File: src/rtl/alu_seq_ctrl_pkg.sv
// Shared definitions for the stack-machine ALU and its sequencing controller:
// ALU op codes, controller command encodings, FSM states and per-command depth rules.
package definitions;

  localparam logic [2:0] ALU_ADD = 3'd0;
  localparam logic [2:0] ALU_SUB = 3'd1;
  localparam logic [2:0] ALU_AOV = 3'd2;
  localparam logic [2:0] ALU_INC = 3'd3;
  localparam logic [2:0] ALU_ABS = 3'd4;
  localparam logic [2:0] ALU_AAS = 3'd5;
  localparam logic [2:0] ALU_BLT = 3'd6;
  localparam logic [2:0] ALU_CON = 3'd7;

  localparam logic [3:0] CMD_PUSH = 4'b1000;
  localparam logic [3:0] CMD_POP  = 4'b1001;
  localparam logic [3:0] CMD_LDA  = 4'b1010;

  typedef enum logic [1:0] {
    IDLE = 2'd0,
    EXEC = 2'd1,
    RESP = 2'd2
  } ctrl_state_t;

  function automatic logic cmd_is_reserved(input logic [3:0] c);
    return c[3] && (c != CMD_PUSH) && (c != CMD_POP) && (c != CMD_LDA);
  endfunction

  // Minimum stack occupancy a command needs; PUSH's upper bound is checked separately.
  function automatic int op_min_depth(input logic [3:0] c);
    int d;
    d = 0;
    if (!c[3]) begin
      case (c[2:0])
        ALU_INC: d = 0;
        ALU_ABS: d = 1;
        default: d = 2;
      endcase
    end else if (c == CMD_POP) begin
      d = 1;
    end
    return d;
  endfunction

endpackage

File: src/rtl/alu_seq_ctrl_op_stack.sv
// Operand stack: register file plus occupancy counter, with top/next read ports
// and push, pop, write-top and write-next controls.
module op_stack
  import definitions::*;
#(
  parameter int DW          = 8,
  parameter int STACK_DEPTH = 4
) (
  input  logic                         clk,
  input  logic                         reset,
  input  logic                         push,
  input  logic                         pop,
  input  logic                         wr_top,
  input  logic                         wr_next,
  input  logic [DW-1:0]                push_data,
  input  logic [DW-1:0]                top_data,
  input  logic [DW-1:0]                next_data,
  output logic [DW-1:0]                top,
  output logic [DW-1:0]                next,
  output logic [$clog2(STACK_DEPTH):0] depth
);

  localparam int IW  = $clog2(STACK_DEPTH);
  localparam int DPW = IW + 1;

  logic [DPW-1:0] depth_q;
  logic [IW-1:0]  top_idx;
  logic [IW-1:0]  next_idx;
  logic [DW-1:0]  entry_rd [STACK_DEPTH];

  // Modulo-STACK_DEPTH indexing: a full stack (depth=STACK_DEPTH) maps back to the last slot.
  assign top_idx  = depth_q[IW-1:0] - IW'(1);
  assign next_idx = depth_q[IW-1:0] - IW'(2);

  generate
    for (genvar gi = 0; gi < STACK_DEPTH; gi++) begin : g_entry
      logic [DW-1:0] entry_q;

      always_ff @(posedge clk) begin
        if (reset) begin
          entry_q <= '0;
        end else if (push && (depth_q == DPW'(gi))) begin
          entry_q <= push_data;
        end else if (wr_top && (depth_q != '0) && (top_idx == IW'(gi))) begin
          entry_q <= top_data;
        end else if (wr_next && (depth_q > DPW'(1)) && (next_idx == IW'(gi))) begin
          entry_q <= next_data;
        end
      end

      assign entry_rd[gi] = entry_q;
    end
  endgenerate

  always_ff @(posedge clk) begin
    if (reset) begin
      depth_q <= '0;
    end else if (push && !pop && (int'(depth_q) < STACK_DEPTH)) begin
      depth_q <= depth_q + DPW'(1);
    end else if (pop && !push && (depth_q != '0)) begin
      depth_q <= depth_q - DPW'(1);
    end
  end

  assign top   = (depth_q == '0)       ? '0 : entry_rd[top_idx];
  assign next  = (depth_q < DPW'(2))   ? '0 : entry_rd[next_idx];
  assign depth = depth_q;

endmodule

File: src/rtl/alu_seq_ctrl.sv
// Sequencing controller for the 8-bit stack-machine ALU: accepts one command per
// handshake, drives the ALU for one EXEC cycle, writes results back and retires with done.
module alu_seq_ctrl
  import definitions::*;
#(
  parameter int DW          = 8,
  parameter int STACK_DEPTH = 4
) (
  input  logic                         clk,
  input  logic                         reset,
  input  logic                         cmd_valid,
  output logic                         cmd_ready,
  input  logic [3:0]                   cmd,
  input  logic [DW-1:0]                imm,
  output logic [2:0]                   alu_op,
  output logic [DW-1:0]                alu_reg_val,
  output logic [DW-1:0]                alu_stack0,
  output logic [DW-1:0]                alu_stack1,
  input  logic [DW-1:0]                alu_reg_out,
  input  logic [DW-1:0]                alu_stack0_out,
  input  logic [DW-1:0]                alu_stack1_out,
  input  logic                         alu_branch,
  output logic                         done,
  output logic                         err,
  output logic                         branch_taken,
  output logic [DW-1:0]                acc,
  output logic [$clog2(STACK_DEPTH):0] depth
);

  ctrl_state_t   state_q;
  logic [3:0]    cmd_q;
  logic [DW-1:0] imm_q;
  logic [DW-1:0] acc_q;
  logic          branch_q;
  logic          done_q;
  logic          err_q;

  logic [$clog2(STACK_DEPTH):0] depth_w;
  logic [DW-1:0] top_w;
  logic [DW-1:0] next_w;

  logic exec_ok;
  logic stk_push;
  logic stk_pop;
  logic stk_wr_top;
  logic stk_wr_next;

  op_stack #(
    .DW          (DW),
    .STACK_DEPTH (STACK_DEPTH)
  ) u_op_stack (
    .clk       (clk),
    .reset     (reset),
    .push      (stk_push),
    .pop       (stk_pop),
    .wr_top    (stk_wr_top),
    .wr_next   (stk_wr_next),
    .push_data (imm_q),
    .top_data  (alu_stack0_out),
    .next_data (alu_stack1_out),
    .top       (top_w),
    .next      (next_w),
    .depth     (depth_w)
  );

  // A failed command must leave every piece of architectural state untouched.
  always_comb begin
    exec_ok = !cmd_is_reserved(cmd_q)
              && (int'(depth_w) >= op_min_depth(cmd_q))
              && !((cmd_q == CMD_PUSH) && (int'(depth_w) >= STACK_DEPTH));
  end

  always_comb begin
    stk_push    = 1'b0;
    stk_pop     = 1'b0;
    stk_wr_top  = 1'b0;
    stk_wr_next = 1'b0;
    if ((state_q == EXEC) && exec_ok) begin
      if (!cmd_q[3]) begin
        case (cmd_q[2:0])
          ALU_ABS: stk_wr_top = 1'b1;
          ALU_AAS: begin
            stk_wr_top  = 1'b1;
            stk_wr_next = 1'b1;
          end
          default: ;
        endcase
      end else begin
        stk_push = (cmd_q == CMD_PUSH);
        stk_pop  = (cmd_q == CMD_POP);
      end
    end
  end

  always_ff @(posedge clk) begin
    if (reset) begin
      state_q  <= IDLE;
      cmd_q    <= '0;
      imm_q    <= '0;
      acc_q    <= '0;
      branch_q <= 1'b0;
      done_q   <= 1'b0;
      err_q    <= 1'b0;
    end else begin
      done_q <= 1'b0;
      err_q  <= 1'b0;
      case (state_q)
        IDLE: begin
          if (cmd_valid) begin
            cmd_q   <= cmd;
            imm_q   <= imm;
            state_q <= EXEC;
          end
        end
        EXEC: begin
          if (exec_ok) begin
            if (!cmd_q[3]) begin
              case (cmd_q[2:0])
                ALU_ADD, ALU_SUB, ALU_AOV, ALU_INC, ALU_ABS: acc_q <= alu_reg_out;
                ALU_BLT, ALU_CON:                            branch_q <= alu_branch;
                default: ;
              endcase
            end else if (cmd_q == CMD_LDA) begin
              acc_q <= imm_q;
            end
          end
          done_q  <= 1'b1;
          err_q   <= !exec_ok;
          state_q <= RESP;
        end
        RESP:    state_q <= IDLE;
        default: state_q <= IDLE;
      endcase
    end
  end

  assign cmd_ready    = (state_q == IDLE);
  assign alu_op       = cmd_q[2:0];
  assign alu_reg_val  = acc_q;
  assign alu_stack0   = top_w;
  assign alu_stack1   = next_w;
  assign done         = done_q;
  assign err          = err_q;
  assign branch_taken = branch_q;
  assign acc          = acc_q;
  assign depth        = depth_w;

endmodule

File: config.mk
export PLATFORM = sky130hd
export DESIGN_NAME = alu_seq_ctrl
export DESIGN_NICKNAME = d
export VERILOG_FILES = /design/src/rtl/alu_seq_ctrl_pkg.sv /design/src/rtl/alu_seq_ctrl_op_stack.sv /design/src/rtl/alu_seq_ctrl.sv
export SDC_FILE = /design/constraint.sdc
export NUM_CORES = 1
export LEC_CHECK = 0
export CELL_PAD_IN_SITES_DETAIL_PLACEMENT = 0
export CELL_PAD_IN_SITES_GLOBAL_PLACEMENT = 2
export CORE_UTILIZATION = 33
export DETAILED_ROUTE_END_ITERATION = 10
export PLACE_DENSITY = 0.95
export SLEW_MARGIN = 0
export SYNTH_ARGS = -nofsm -noshare
export SYNTH_HDL_FRONTEND = slang
export SYNTH_SLANG_ARGS = --single-unit
export TNS_END_PERCENT = 1
File: constraint.sdc
create_clock -name clk -period 6.9 [get_ports clk]
set_input_delay 1.38 -clock clk [delete_from_list [all_inputs] [get_ports clk]]
set_output_delay 1.38 -clock clk [all_outputs]
set_load 0.05 [all_outputs]
==> results.txt <==
Status: complete, but fails checks
Failing checks: design-rule violations
Post-Syn Instances: 455
Slowest Stage Delay on Critical Path: 0.82 ns
Placed Instances: 635
Vias: 3705
Worst slew pin tran: 0.9376 ns
Avg WL per Cell: 18.33 um
Top Layer Used: met4
Setup TNS: 0 ns
CTS Hold Bufs: 0
Synth Warn #: 0
Worst Hold Depth: 2
WL met3: 856 um
Die width: 111.0 um
Critical-path cell list: buf_4, inv_1, ha_1, mux4_2, nor2b_1, clkdlybuf4s50_1
Critical Path Source: u_op_stack.depth[0]
Clock Latency Late Sink: 0.33 ns
Vias in the first global route: 3592
Worst path buffer plus inverter count: 3
Primary FF master, synth: dfxtp_1
# IOs: 82
CTS Root Cell: clkbuf_16
Synth Cell Area: 3923 um^2
Placer Congestion: 0.8943
EDFF count, synth: 0
Setup bufs post-CTS: 0
CTS tree: built
CTS Buffer Depth: 2
Seq/Total Area, Yosys: 0.3062
DRT met1 WL: 5.667 mm
Remaining global-route overflow: 0
Share of cells above drive strength 1: 0.08268
Avg Synthesized Cell Area: 8.621 um^2
First-pass GRT wire length: 19.24 mm
Endpoints failing hold: 0
# clock sinks: 60
Chip Height: 111.0 um
Pre-Repair DR Iteration Count: 8
CP max stage cell: clkdlybuf4s50_1
Max_cap viols: 0
Critical path class: reg -> out
Startpoint class of the critical path: register
Row count: 39
Deepest level of the CTS H-tree: 3
Area grow syn2layout: 27.50%
Initial Util: 0.3406
DRT Wirelength: 11.93 mm
Port Buffers: 81
Min Hold Slack: 0.4976 ns
Worst reg2reg path depth: 9
Nets: 554
Fill cells: 1169
Worst r2r src: cmd_q[3]
Crit end category: primary output
Top delay family on crit path: buffers and inverters
Final Setup Violations: 0
Clock transition at path regs: 0.06 ns
RSZ-0062 raised after global routing: no
Drt initial violations: 265
Avg Vias per Cell: 5.691
Critical Path AT: 3.17 ns
Post-cts sizing count: 0
Initial antenna violation count: 0
Largest net degree at the start of global routing: 50
Post-synth ARST share: 0
Antenna-violating nets left: 0
DRC: 6
DP HPWL: 8.820 mm
Core area: 11520 um^2
Power density over the cells: 188.5 nW/um^2
Final Non-Filler Cells: 651
Crit path max fanout: 31
Critical Path End: alu_stack0[5]
Metal2 WL: 5.178 mm
Crit share post-route: 0.6599
Total chip power: 0.9426 mW
Upper clock frequency limit: 219.6 MHz
Worst Hold Class: reg -> reg
GRT Overall Usage: 0.1983
Leak: 1.612 nW
Die area: 12330 um^2
Mapped Nets: 506
Count of different cell masters after synthesis: 56
Diodes inserted: 0
R2r setup slk: 3.07 ns
Clock Skew: 0.008804 ns
Final max-slew violation count: 0
VDD IR max: 128.8 uV
Worst EP required: 5.52 ns
Reg-to-Reg End: u_op_stack.g_entry[2].entry_q[4]
Crit. path cell count: 6
FF+latch count, synth: 60
Slew headroom: 0.3715
Crit path time final: 4.553 ns
Total CTS buffers: 9
==> per-stage QoR <==
stage | cell area (um^2) | util | setup slack, ns
final | 5001 | 0.4343 | 2.347
after global routing | 5001 | 0.4343 | 2.142
after CTS | 5001 | 0.4343 | 2.292
after detailed placement | 4708 | 0.4088 | 2.651
after global placement | 4708 | 0.4088 | 2.763
after floorplan | 3923 | - | 2.805
==> registers in the layout (all words and copies together), names as in the netlist <==
name,cells
u_op_stack.depth,3
branch_taken,1
imm_q,8
acc,8
done,1
err,1
cmd_q,4
u_op_stack.g_entry.entry_q,32
state_q,2
==> per-layer routing <==
layer,up-vias,global-route usage
met5,-,0
met4,0,0.08559
met3,17,0.03280
met2,151,0.3023
met1,1744,0.2758
li1,1793,-
==> how the worst min path moves through the flow <==
stage / startpoint / endpoint / slack, ns
floorplan: u_op_stack.g_entry[0].entry_q[7] / u_op_stack.g_entry[0].entry_q[7] / 0.44
detailed placement: u_op_stack.g_entry[0].entry_q[7] / u_op_stack.g_entry[0].entry_q[7] / 0.49
global placement: u_op_stack.g_entry[2].entry_q[1] / u_op_stack.g_entry[2].entry_q[1] / 0.48
finish: branch_taken / branch_taken / 0.50
global route: u_op_stack.g_entry[0].entry_q[7] / u_op_stack.g_entry[0].entry_q[7] / 0.53
CTS: u_op_stack.g_entry[0].entry_q[7] / u_op_stack.g_entry[0].entry_q[7] / 0.50
==> power by group <==
| group | internal [mW] | leakage, nW | switching, mW | total [mW] |
|---|---|---|---|---|
| clock | 0.279 | 0.139 | 0.167 | 0.447 |
| sequential | 0.354 | 0.486 | 0.0149 | 0.369 |
| combinational | 0.0515 | 0.987 | 0.0754 | 0.127 |
| total | 0.685 | 1.61 | 0.258 | 0.943 |
==> worst min-delay path, stage by stage (launching register included) <==
cell and delay [ns]:
dfxtp_1 0.32, mux2i_1 0.06, nor2_1 0.08
==> layout by cell type, fill, tap and decap left out, drive strengths merged, types with 5 or more instances in the layout <==
cell	n
clkdlybuf4s50	81
dfxtp	60
mux2i	35
nand2	35
nand3	29
nor2	24
o21ai	24
o211ai	23
a32o	23
or3	18
a21oi	17
inv	15
ha	11
nor2b	10
a211oi	10
clkbuf	10
mux4	8
o22ai	8
or2	8
nand2b	6
nor3b	5
==> final cells by class <==
class	count	area, um^2	area share
clock inverters	6	63.81	0.01276
flip-flops and latches	60	1201	0.2402
inverters	14	52.55	0.01051
multi-input cells	333	2435	0.4869
clock buffers	10	229.0	0.04578
repair buffers	85	840.8	0.1681
well taps	143	178.9	0.03578
==> Yosys cell counts, types with 8 or more instances <==
master	instances	area, um^2
a211oi_1	9	67.56
a21oi_1	17	85.08
a32o_1	23	230.2
buf_2	10	50.05
buf_4	11	82.58
clkbuf_1	20	75.07
dfxtp_1	60	1201
ha_1	11	137.6
inv_1	14	52.55
mux2i_1	35	350.3
mux4_2	8	180.2
nand2_1	35	131.4
nand3_1	28	140.1
nor2_1	24	90.09
nor2b_1	10	62.56
o211ai_1	23	172.7
o21ai_0	24	120.1
o22ai_1	8	50.05
or3_1	18	112.6
==> kinds of logic (layout without fill, tap and decap cells) <==
group                    after synthesis  count (layout)  share of synthesized area
flip-flops                            60              60                     0.3062
buffers and inverters                 62             115                    0.07496
AO/OA/AOI/OAI                        120             120                     0.2233
adder cells (fa/ha/maj)               11              11                    0.03509
multiplexers                          44              44                     0.1381
AND/OR/NAND/NOR                      158             158                     0.2223
No activity file was read; power rests on OpenSTA's default activity.
